[config.mk]
export PLATFORM = sky130hd
export DESIGN_NAME = sparse_mac_lanes_flat
export DESIGN_NICKNAME = d
export VERILOG_FILES = /design/src/rtl/sparse_mac_lanes_pkg.sv /design/src/rtl/sparse_mac_lanes_if.sv /design/src/rtl/sparse_mac_lanes_ffs_sel.sv /design/src/rtl/sparse_mac_lanes.sv /design/src/flat_wrapper.sv
export SDC_FILE = /design/constraint.sdc
export NUM_CORES = 2
export LEC_CHECK = 0
export ABC_AREA = 0
export CORE_MARGIN = 4
export CORE_UTILIZATION = 55
export DETAILED_ROUTE_END_ITERATION = 10
export PLACE_DENSITY_LB_ADDON = 0.3
export SYNTH_ARGS = -nofsm -noshare
export SYNTH_HDL_FRONTEND = slang
export SYNTH_HIERARCHICAL = 1
export SYNTH_SLANG_ARGS = --single-unit
[constraint.sdc]
create_clock -name clk -period 20.7 [get_ports clk]
set_clock_uncertainty 0.05 [all_clocks]
set_input_delay 2.07 -clock clk [delete_from_list [all_inputs] [get_ports clk]]
set_output_delay 2.07 -clock clk [all_outputs]
set_load 0.01 [all_outputs]
[src/rtl/sparse_mac_lanes_pkg.sv]
// Shared state encoding and elaboration helpers for the zero-skipping MAC lanes.
package sparse_mac_lanes_pkg;

  typedef enum logic [1:0] {
    ST_IDLE  = 2'd0,
    ST_SCAN  = 2'd1,
    ST_DRAIN = 2'd2
  } state_e;

  localparam logic [1:0] DRAIN_CYCLES = 2'd2;

  function automatic int clog2(input int value);
    int r = 0;
    while ((1 << r) < value) r++;
    return r;
  endfunction

  function automatic int default_acc_width(input int channel_depth, input int data_width);
    return 2 * data_width + clog2(channel_depth);
  endfunction

endpackage

[src/rtl/sparse_mac_lanes_if.sv]
// PE controller <-> MAC lane bundle: start handshake, compressed operands, result and status.
interface sparse_mac_lanes_if
  import sparse_mac_lanes_pkg::*;
#(
  parameter int CHANNEL_DEPTH = 32,
  parameter int DATA_WIDTH    = 8,
  parameter int ACC_WIDTH     = default_acc_width(CHANNEL_DEPTH, DATA_WIDTH)
);

  logic                                PECMAC_Sta;
  logic                                MACPEC_Rdy;
  logic [CHANNEL_DEPTH-1:0]            PECMAC_FlgAct;
  logic [DATA_WIDTH*CHANNEL_DEPTH-1:0] PECMAC_Act;
  logic [CHANNEL_DEPTH-1:0]            PECMAC_FlgWei;
  logic [DATA_WIDTH*CHANNEL_DEPTH-1:0] PECMAC_Wei;
  logic [ACC_WIDTH-1:0]                MACMAC_Psum;
  logic [ACC_WIDTH-1:0]                MACCNV_Mac;
  logic                                MACPEC_Fnh;
  logic                                MACPEC_Ovf;
  logic [clog2(CHANNEL_DEPTH):0]       MACPEC_Cnt;

  modport master (
    output PECMAC_Sta, PECMAC_FlgAct, PECMAC_Act, PECMAC_FlgWei, PECMAC_Wei, MACMAC_Psum,
    input  MACPEC_Rdy, MACCNV_Mac, MACPEC_Fnh, MACPEC_Ovf, MACPEC_Cnt
  );

  modport slave (
    input  PECMAC_Sta, PECMAC_FlgAct, PECMAC_Act, PECMAC_FlgWei, PECMAC_Wei, MACMAC_Psum,
    output MACPEC_Rdy, MACCNV_Mac, MACPEC_Fnh, MACPEC_Ovf, MACPEC_Cnt
  );

endinterface

[src/rtl/sparse_mac_lanes_ffs_sel.sv]
// Picks the lowest LANES set bits of a vector: one one-hot mask per lane plus lane-valid flags.
module sparse_ffs_sel #(
  parameter int WIDTH = 32,
  parameter int LANES = 1
) (
  input  logic [WIDTH-1:0]            vec,
  output logic [LANES-1:0][WIDTH-1:0] mask,
  output logic [LANES-1:0]            valid
);

  always_comb begin
    logic [WIDTH-1:0] rem;
    rem   = vec;
    mask  = '0;
    valid = '0;
    for (int l = 0; l < LANES; l++) begin
      mask[l]  = rem & (~rem + WIDTH'(1));
      valid[l] = |rem;
      rem      = rem & ~mask[l];
    end
  end

endmodule

[src/rtl/sparse_mac_lanes.sv]
// Zero-skipping multiply-accumulate: issues up to LANES matched act/wei pairs per SCAN cycle
// into a registered product stage, then folds them into the accumulator with wrap or clamp.
//
// state    | meaning
// ST_IDLE  | ready; waiting for an accepted start
// ST_SCAN  | issuing matched pairs, lowest channels first
// ST_DRAIN | product/accumulate pipeline emptying; down-counter to completion
module sparse_mac_lanes
  import sparse_mac_lanes_pkg::*;
#(
  parameter int CHANNEL_DEPTH = 32,
  parameter int DATA_WIDTH    = 8,
  parameter int LANES         = 1,
  parameter int SIGNED        = 0,
  parameter int ACC_WIDTH     = default_acc_width(CHANNEL_DEPTH, DATA_WIDTH),
  parameter int SATURATE      = 0
) (
  input logic               clk,
  input logic               rst,
  sparse_mac_lanes_if.slave bus
);

  localparam int IW = clog2(CHANNEL_DEPTH);
  localparam int CW = IW + 1;
  localparam int PW = 2 * DATA_WIDTH + 2;
  localparam int EW = (ACC_WIDTH + 3 > PW + 1) ? ACC_WIDTH + 3 : PW + 1;

  state_e state_q, state_nxt;
  logic [1:0] drain_q, drain_nxt;
  logic       fnh_nxt;
  logic       accept;

  logic [CHANNEL_DEPTH-1:0]                 flg_act_q, flg_wei_q, match_q;
  logic [CHANNEL_DEPTH-1:0][DATA_WIDTH-1:0] act_q, wei_q;
  logic [ACC_WIDTH-1:0]                     mac_q;
  logic                                     ovf_q;
  logic                                     fnh_q;
  logic [CW-1:0]                            cnt_q;

  logic [LANES-1:0][CHANNEL_DEPTH-1:0] lane_mask;
  logic [LANES-1:0]                    lane_valid;
  logic [CHANNEL_DEPTH-1:0]            sel_all;
  logic [CHANNEL_DEPTH-1:0][IW-1:0]    act_idx, wei_idx;
  logic [LANES-1:0][ACC_WIDTH-1:0]     prod_nxt, prod_q;
  logic [LANES-1:0]                    valid_q;

  logic [EW-1:0]        sum;
  logic                 ovf_now;
  logic [ACC_WIDTH-1:0] mac_upd;

  function automatic logic [EW-1:0] widen(input logic [ACC_WIDTH-1:0] v);
    return {{(EW-ACC_WIDTH){(SIGNED != 0) & v[ACC_WIDTH-1]}}, v};
  endfunction

  sparse_ffs_sel #(
    .WIDTH (CHANNEL_DEPTH),
    .LANES (LANES)
  ) u_sel (
    .vec   (match_q),
    .mask  (lane_mask),
    .valid (lane_valid)
  );

  always_comb begin
    sel_all = '0;
    for (int l = 0; l < LANES; l++) sel_all = sel_all | lane_mask[l];
  end

  // Compressed data index of channel c is the count of set flags up to and including c, minus one.
  always_comb begin
    logic [CW-1:0] run_a, run_w;
    run_a   = '0;
    run_w   = '0;
    act_idx = '0;
    wei_idx = '0;
    for (int c = 0; c < CHANNEL_DEPTH; c++) begin
      run_a      = run_a + CW'(flg_act_q[c]);
      run_w      = run_w + CW'(flg_wei_q[c]);
      act_idx[c] = IW'(run_a - CW'(1));
      wei_idx[c] = IW'(run_w - CW'(1));
    end
  end

  // Operands are widened with the sign bit chosen per SIGNED so a single multiply covers both modes.
  always_comb begin
    logic [IW-1:0] a_addr, w_addr;
    logic [PW-1:0] a_op, w_op, p;
    logic [EW-1:0] p_ext;
    prod_nxt = '0;
    a_addr   = '0;
    w_addr   = '0;
    a_op     = '0;
    w_op     = '0;
    p        = '0;
    p_ext    = '0;
    for (int l = 0; l < LANES; l++) begin
      a_addr = '0;
      w_addr = '0;
      for (int c = 0; c < CHANNEL_DEPTH; c++) begin
        if (lane_mask[l][c]) begin
          a_addr = a_addr | act_idx[c];
          w_addr = w_addr | wei_idx[c];
        end
      end
      a_op  = {{(PW-DATA_WIDTH){(SIGNED != 0) & act_q[a_addr][DATA_WIDTH-1]}}, act_q[a_addr]};
      w_op  = {{(PW-DATA_WIDTH){(SIGNED != 0) & wei_q[w_addr][DATA_WIDTH-1]}}, wei_q[w_addr]};
      p     = a_op * w_op;
      p_ext = {{(EW-PW){p[PW-1]}}, p};
      prod_nxt[l] = p_ext[ACC_WIDTH-1:0];
    end
  end

  always_comb begin
    sum = widen(mac_q);
    for (int l = 0; l < LANES; l++) begin
      if (valid_q[l]) sum = sum + widen(prod_q[l]);
    end
    if (SIGNED != 0) begin
      ovf_now = (sum[EW-1:ACC_WIDTH-1] != '0) && (sum[EW-1:ACC_WIDTH-1] != '1);
    end else begin
      ovf_now = (sum[EW-1:ACC_WIDTH] != '0);
    end
    mac_upd = sum[ACC_WIDTH-1:0];
    if (ovf_now && (SATURATE != 0)) begin
      if (SIGNED == 0)   mac_upd = '1;
      else if (sum[EW-1]) mac_upd = {1'b1, {(ACC_WIDTH-1){1'b0}}};
      else               mac_upd = {1'b0, {(ACC_WIDTH-1){1'b1}}};
    end
  end

  always_comb begin
    state_nxt = state_q;
    drain_nxt = drain_q;
    fnh_nxt   = 1'b0;
    accept    = 1'b0;
    case (state_q)
      ST_IDLE: begin
        if (bus.PECMAC_Sta) begin
          accept    = 1'b1;
          state_nxt = ST_SCAN;
        end
      end
      ST_SCAN: begin
        if ((match_q & ~sel_all) == '0) begin
          state_nxt = ST_DRAIN;
          drain_nxt = DRAIN_CYCLES;
        end
      end
      ST_DRAIN: begin
        if (drain_q == 2'd1) begin
          state_nxt = ST_IDLE;
          fnh_nxt   = 1'b1;
        end else begin
          drain_nxt = drain_q - 2'd1;
        end
      end
      default: state_nxt = ST_IDLE;
    endcase
  end

  always_ff @(posedge clk) begin
    if (rst) begin
      state_q <= ST_IDLE;
      drain_q <= '0;
      fnh_q   <= 1'b0;
    end else begin
      state_q <= state_nxt;
      drain_q <= drain_nxt;
      fnh_q   <= fnh_nxt;
    end
  end

  always_ff @(posedge clk) begin
    if (rst) begin
      flg_act_q <= '0;
      flg_wei_q <= '0;
      match_q   <= '0;
      act_q     <= '0;
      wei_q     <= '0;
      mac_q     <= '0;
      ovf_q     <= 1'b0;
      cnt_q     <= '0;
      prod_q    <= '0;
      valid_q   <= '0;
    end else begin
      if (accept) begin
        flg_act_q <= bus.PECMAC_FlgAct;
        flg_wei_q <= bus.PECMAC_FlgWei;
        match_q   <= bus.PECMAC_FlgAct & bus.PECMAC_FlgWei;
        act_q     <= bus.PECMAC_Act;
        wei_q     <= bus.PECMAC_Wei;
        cnt_q     <= CW'($countones(bus.PECMAC_FlgAct & bus.PECMAC_FlgWei));
      end else if (state_q == ST_SCAN) begin
        match_q <= match_q & ~sel_all;
      end

      if (accept) begin
        mac_q <= bus.MACMAC_Psum;
        ovf_q <= 1'b0;
      end else if (|valid_q) begin
        mac_q <= mac_upd;
        ovf_q <= ovf_q | ovf_now;
      end

      prod_q  <= prod_nxt;
      valid_q <= (state_q == ST_SCAN) ? lane_valid : '0;
    end
  end

  assign bus.MACPEC_Rdy = (state_q == ST_IDLE);
  assign bus.MACCNV_Mac = mac_q;
  assign bus.MACPEC_Fnh = fnh_q;
  assign bus.MACPEC_Ovf = ovf_q;
  assign bus.MACPEC_Cnt = cnt_q;

endmodule

[src/flat_wrapper.sv]
// flat-port wrapper written by rule: the top's interface ports become plain ports
module sparse_mac_lanes_flat import sparse_mac_lanes_pkg::*;
#(
  parameter int CHANNEL_DEPTH = 32,
  parameter int DATA_WIDTH    = 8,
  parameter int LANES         = 1,
  parameter int SIGNED        = 0,
  parameter int ACC_WIDTH     = default_acc_width(CHANNEL_DEPTH, DATA_WIDTH),
  parameter int SATURATE      = 0
)
  (clk, rst, bus_PECMAC_Sta, bus_PECMAC_FlgAct, bus_PECMAC_Act, bus_PECMAC_FlgWei, bus_PECMAC_Wei, bus_MACMAC_Psum, bus_MACPEC_Rdy, bus_MACCNV_Mac, bus_MACPEC_Fnh, bus_MACPEC_Ovf, bus_MACPEC_Cnt);
  sparse_mac_lanes_if #(.CHANNEL_DEPTH(CHANNEL_DEPTH), .DATA_WIDTH(DATA_WIDTH), .ACC_WIDTH(ACC_WIDTH)) bus_i ();
  input logic clk;
  input logic rst;
  input wire logic [$bits(bus_i.PECMAC_Sta)-1:0] bus_PECMAC_Sta;
  input wire logic [$bits(bus_i.PECMAC_FlgAct)-1:0] bus_PECMAC_FlgAct;
  input wire logic [$bits(bus_i.PECMAC_Act)-1:0] bus_PECMAC_Act;
  input wire logic [$bits(bus_i.PECMAC_FlgWei)-1:0] bus_PECMAC_FlgWei;
  input wire logic [$bits(bus_i.PECMAC_Wei)-1:0] bus_PECMAC_Wei;
  input wire logic [$bits(bus_i.MACMAC_Psum)-1:0] bus_MACMAC_Psum;
  output wire logic [$bits(bus_i.MACPEC_Rdy)-1:0] bus_MACPEC_Rdy;
  output wire logic [$bits(bus_i.MACCNV_Mac)-1:0] bus_MACCNV_Mac;
  output wire logic [$bits(bus_i.MACPEC_Fnh)-1:0] bus_MACPEC_Fnh;
  output wire logic [$bits(bus_i.MACPEC_Ovf)-1:0] bus_MACPEC_Ovf;
  output wire logic [$bits(bus_i.MACPEC_Cnt)-1:0] bus_MACPEC_Cnt;
  assign bus_i.PECMAC_Sta = bus_PECMAC_Sta;
  assign bus_i.PECMAC_FlgAct = bus_PECMAC_FlgAct;
  assign bus_i.PECMAC_Act = bus_PECMAC_Act;
  assign bus_i.PECMAC_FlgWei = bus_PECMAC_FlgWei;
  assign bus_i.PECMAC_Wei = bus_PECMAC_Wei;
  assign bus_i.MACMAC_Psum = bus_MACMAC_Psum;
  assign bus_MACPEC_Rdy = bus_i.MACPEC_Rdy;
  assign bus_MACCNV_Mac = bus_i.MACCNV_Mac;
  assign bus_MACPEC_Fnh = bus_i.MACPEC_Fnh;
  assign bus_MACPEC_Ovf = bus_i.MACPEC_Ovf;
  assign bus_MACPEC_Cnt = bus_i.MACPEC_Cnt;
  sparse_mac_lanes #(.CHANNEL_DEPTH(CHANNEL_DEPTH), .DATA_WIDTH(DATA_WIDTH), .LANES(LANES), .SIGNED(SIGNED), .ACC_WIDTH(ACC_WIDTH), .SATURATE(SATURATE)) u_core (.clk(clk), .rst(rst), .bus(bus_i));
endmodule
### Yosys cells after proc, flatten, opt, wreduce, memory -nomap -nowiden

Cells that the tools add are included.

| storage, ports and cells | value |
|---|---|
| bits of input ports | 600 |
| word-level logic and storage cells | 409 |
| bits in registers | 658 |
| output and inout port bits | 30 |

| operators by class | value |
|---|---|
| reduce and logical (&&, ||, !) cells | 12 |
| magnitude comparators | 2 |
| add/sub/neg operators | 160 |
| eq/ne operators | 7 |
| multipliers | 1 |
| bitwise operators | 70 |
| multiplexer cells | 82 |

Operator list:

| cell | count |
|---|---|
| two-way mux 5 bit | 64 |
| OR 5 bit | 62 |
| subtractor 5 x 1 -> 5 bit (second input constant) | 62 |
| adder 5 x 1 -> 5 bit | 60 |
| AND 32 bit | 3 |
| adder 6 bit | 15 |
| binary-select mux 8 bit (select 5 bit) | 2 |
| two-way mux 32 bit | 2 |
| NOT 32 bit | 2 |
| two-way mux 21 bit | 2 |
| adder 1 x 1 -> 2 bit | 18 |
| adder 32 x 1 -> 32 bit (second input constant) | 1 |
| zero test 32 bit | 1 |
| OR reduction 32 bit | 1 |
| two-way mux 24 bit | 1 |
| adder 21 x 16 -> 22 bit | 1 |
| multiplier 8 x 8 -> 16 bit | 1 |
| two-way mux 8 bit | 2 |
| < comparator 5 x 6 -> 1 bit (second input constant) | 2 |
| two-way mux 2 bit | 4 |
| one-hot mux 2 bit (3 select lines) | 1 |
| AND reduction 3 bit | 2 |
| nonzero test 2 bit | 3 |
| OR reduction 2 bit | 3 |
| 12 further kinds | 19 |

### Longest topological paths before layout

| depth | value |
|---|---|
| depth in word-level cells | 69 |
| mapped depth | 68 |
| gate-level depth less buffers | 65 |

### By module

The synthesis kept the hierarchy.

By module, submodules not included:

| module | cells each | area an instance (sq um) | times used | sequential area each (sq um) |
|---|---|---|---|---|
| sparse_mac_lanes | 4468 | 41966.5 | 1 | 13172.6 |
| sparse_ffs_sel | 78 | 488.0 | 1 | 0.0 |

### Least setup slack after synthesis

OpenSTA, ideal clock, no wires.

| path | value |
|---|---|
| kind | reg-to-reg |
| start point | reg u_core.flg_wei_q[0] |
| end point | reg u_core/prod_q[15] in the netlist's numbering |
| cell stages (with the launch flop) | 62 |
| slack | 3.041 ns |
| clock period less this slack | 17.659 ns |
| data arrival time | 17.481 ns |
| data required time | 20.521 ns |
| path buffers | 2 |
| setup time | 0.129 ns |
| cell sequence | dfxtp_1 > fa_1 > ha_1 > fa_1 > ha_1 > ha_1 > ha_1 > ha_1 > ha_1 > ha_1 > ha_1 > ha_1 > ha_1 > ha_1 > ha_1 > ha_1 > ha_1 > ha_1 > [26 not listed] > fa_1 > fa_1 > inv_1 > fa_1 > inv_1 > fa_1 > inv_1 > ha_1 > a21oi_1 > o21bai_1 > a21oi_1 > o21bai_1 > a21oi_1 > o21bai_1 > a21o_1 > a21oi_1 > xnor2_1 > nor2_1 |

| on the way | value |
|---|---|
| cells in the longest elaborated chain, start to end | 67 |
| elaborated cells on any way between the ends | 129 |
| classes of those cells | add/sub (63); mul (1); mux (34); bitwise (31) |

RTL lines:

| element | line | text |
|---|---|---|
| start: declaration | sparse_mac_lanes.sv:33 | `logic [CHANNEL_DEPTH-1:0] flg_act_q, flg_wei_q, match_q;` |
| start signal: assignment | sparse_mac_lanes.sv:188 | `flg_wei_q <= bus.PECMAC_FlgWei;` |
| parallel branches: the longest is 63 deep, another holds adder 5 x 1 -> 5 bit | - |  |
| two-way mux 5 bit * | sparse_mac_lanes.sv:100 | `if (lane_mask[l][c]) begin` |
| binary-select mux 8 bit (select 5 bit) * | - |  |
| two-way mux 8 bit (implied by the code) * | sparse_mac_lanes.sv:106 | `w_op = {{(PW-DATA_WIDTH){(SIGNED != 0) & wei_q[w_addr][DATA_WIDTH-1]}}, wei_q[w_addr]};` |
| multiplier 8 x 8 -> 16 bit * | sparse_mac_lanes.sv:107 | `p = a_op * w_op;` |
| end signal: assignment | sparse_mac_lanes.sv:205 | `prod_q <= prod_nxt;` |
| end: declaration | sparse_mac_lanes.sv:44 | `logic [LANES-1:0][ACC_WIDTH-1:0] prod_nxt, prod_q;` |

Every way passes the cells marked *. The select of a mux whose other input is x is not followed.
A chain may end at the register's enable or synchronous reset.

### Final worst setup path

Ends and elaborated chain as after synthesis.

==> results.sh <==
export IMPL_grt_pass1_vias=37419
export IMPL_cts_buffers=72
export IMPL_dp_hpwl_mm=117
export IMPL_placementRows=101
export IMPL_async_flop_share=0
export IMPL_cts_root_buf="clkbuf_16"
export IMPL_path_buf_inv=2
export IMPL_ys_seq_area_frac=0.310
export IMPL_die_area_um2=81700
export IMPL_wl_per_cell_um=24.8
export IMPL_crit_fanout=8
export IMPL_wl_met1_mm=58.9
export IMPL_crit_top_cell="ha_1"
export IMPL_grt_first_pass_wirelength_mm=225
export IMPL_fin_crit_ns=19.50
export IMPL_clk_latency_ns=0.64
export IMPL_hold_class="reg -> reg"
export IMPL_cts_max_path_buffers=3
export IMPL_maxSlewHeadroom=0.215
export IMPL_hold_end="u_core/drain_q[1]"
export IMPL_synth_top_cell_area_share=0.310
export IMPL_critPathCaptureType="flop"
export IMPL_wirelength_mm=152
export IMPL_cp_top_family="adder cells"
export IMPL_synth_main_ff_cell="dfxtp_1"
export IMPL_layout_common_cells="dfxtp_1 (658), clkdlybuf4s50_1 (628), a22o_1 (588)"
export IMPL_synth_nets=5453
export IMPL_grtUsageTotal=0.353
export IMPL_dpl_cell_area_um2=49500
export IMPL_core_um2=76200
export IMPL_cp_required_ns=21.13
export IMPL_met3_length_mm=13.1
export IMPL_ioPinCount=630
export IMPL_dr_total_vias=38621
export IMPL_setup_violations=0
export IMPL_final_common_cell="dfxtp_1"
export IMPL_synthesis_area_um2=42500
export IMPL_met2_length_mm=72.3
export IMPL_ctsResizeCount=0
export IMPL_worst_r2r_path_depth=61
export IMPL_setup_tns_ns=0
export IMPL_viasPerCell=6.31
export IMPL_nets=5917
export IMPL_initialDrtViolationCount=3965
export IMPL_gp_congestion=1.04
export IMPL_status="finished, final reports clean"
export IMPL_timing_final_ws_setup_ns=1.20
export IMPL_dpl_worst_slack_ns=1.18
export IMPL_post_cts_setup_buffer_count=0
export IMPL_max_stage_delay_ns=0.68
export IMPL_period_share=0.942
export IMPL_drc=0
export IMPL_hold_violations=0
export IMPL_gr_total_overflow=0
export IMPL_hp_start="u_core/drain_q[1]"
export IMPL_synth_edff_count=0
export IMPL_syn_area_per_cell_um2=9.34
export IMPL_ys_ff_latch=658
export IMPL_reg2reg_from="u_core/flg_wei_q[0]"
export IMPL_tightest_slew_ns=1.17
export IMPL_clock_sinks=658
export IMPL_yosys_area_top_type="dfxtp_1"
export IMPL_drive_gt1_frac=0.0632
export IMPL_grt_start_max_net_pins=111
export IMPL_holdBufCountCts=0
export IMPL_antenna_found_initial=44
export IMPL_top_layer_used="met5"
export IMPL_area_growth_syn_to_layout_pct=22.7
export IMPL_rrSetupSlack_ns=1.20
export IMPL_ys_types=105
export IMPL_yosysWarnings=6
export IMPL_stdcell_count=6124
export IMPL_fmax_ghz=0.0513
export IMPL_port_buffers=629
export IMPL_postRouteAntennaNets=0
export IMPL_synth_area_leaders="dfxtp_1 (31%), a22o_1 (12%), ha_1 (7.1%)"
export IMPL_fp_dieH_um=286
export IMPL_crit_arrival_ns=19.93
export IMPL_dr_pass1_iters=8
export IMPL_worst_r2r_endpoint="u_core/prod_q[15]"
export IMPL_critPathKind="reg -> reg"
export IMPL_tritoncts="done"
export IMPL_timing_final_max_slew_violations=0
export IMPL_start_util=0.557
export IMPL_fin_area_um2=52100
export IMPL_startpoint_type="flop"
export IMPL_min_path_cells=2
export IMPL_synthCells=4546
export IMPL_die_w_um=286
export IMPL_dp_cells=5966
export IMPL_path_clk_slew_ns=0.07
export IMPL_htree_levels=3
export IMPL_grt_setup_unrepaired="no"
export IMPL_critical_path_slowest_cell="nor3b_4"
export IMPL_drv_cap=0
## cells by family (layout without fill, tap and decap cells)
| group | after synthesis | in the layout | share of synthesized area |
|---|---|---|---|
| compound gates | 1472 | 1472 | 0.261 |
| xor+xnor | 413 | 413 | 0.107 |
| fa+ha+maj | 307 | 307 | 0.102 |
| buf+inv | 556 | 1075 | 0.0504 |
| flops | 658 | 658 | 0.310 |
| mux | 261 | 261 | 0.0639 |
| other cells | 0 | 29 | 0 |
| simple gates | 879 | 879 | 0.105 |
## worst max-delay path by stage
stage,from,slack (ns),end,cells past startpoint
floorplan,u_core/flg_wei_q[0],3.04,u_core/prod_q[15],61
global placement,u_core/flg_wei_q[0],1.79,u_core/prod_q[15],59
detailed placement,u_core/flg_wei_q[0],1.18,u_core/prod_q[15],61
CTS,u_core/flg_wei_q[0],1.15,u_core/prod_q[15],61
global route,u_core/flg_wei_q[0],0.17,u_core/prod_q[15],60
finish,u_core/flg_wei_q[0],1.20,u_core/prod_q[15],61
## worst reg2reg max path: cells and delay by family, from the launching register on
kind                       cells  cell delay [ns]
DFF                            1             0.36
buffers and inverters          2             0.13
xor gates and xnor gates       5             1.45
adders and majority gates     34            13.23
and+or+nand+nor                7             1.74
AOI/OAI and AO/OA             11             1.71
muxes                          2             0.67
## metrics by stage
| stage | hold WS [ns] | util |
|---|---|---|
| 2_1_floorplan | 0.382 | - |
| 3_3_place_gp | 0.389 | 0.649 |
| 3_5_place_dp | 0.397 | 0.649 |
| 4_1_cts | 0.406 | 0.683 |
| 5_1_grt | 0.419 | 0.683 |
| 6_report | 0.403 | 0.684 |
## final cells by class
type	count	area, um2
fillers	6073	24100
inverters	260	976
flip-flops and latches	658	13200
diodes	29	72.6
repair buffers	686	6760
clock inverters	29	490
multi-input cells	3332	27300
clock buffers	100	2070
well taps	1030	1290
## routing by layer
metal,GRT usage,vias to the layer above
met5,0,-
met4,0.165,28
met3,0.0893,424
met2,0.592,1807
met1,0.427,18512
li1,-,17850
## cells in the mapped netlist (35+ instances only)
master / count
o21ai_0: 119
nor2_1: 176
inv_1: 258
a211oi_1: 170
a22oi_1: 38
nand2_1: 233
nor3_1: 84
xnor2_1: 240
fa_1: 65
mux2_2: 40
a22o_1: 588
xor2_1: 102
mux2i_1: 209
a21oi_1: 227
ha_1: 242
dfxtp_1: 658
a221oi_1: 35
o22ai_1: 54
nor2b_1: 113
clkbuf_1: 254
nand3_1: 80
o211ai_1: 54
## state kept, by name, summed over array words and instances, names as in the netlist
signal	count
u_core/act_q	256
u_core/bus.MACCNV_Mac	21
u_core/bus.MACPEC_Cnt	6
u_core/bus.MACPEC_Fnh	1
u_core/bus.MACPEC_Ovf	1
u_core/drain_q	2
u_core/flg_act_q	32
u_core/flg_wei_q	32
u_core/match_q	32
u_core/prod_q	16
u_core/state_q	2
u_core/valid_q	1
u_core/wei_q	256
Power is left out: the tool's default activity adds up to more than one toggle a clock period on the data nets, which glitch-free logic cannot reach.
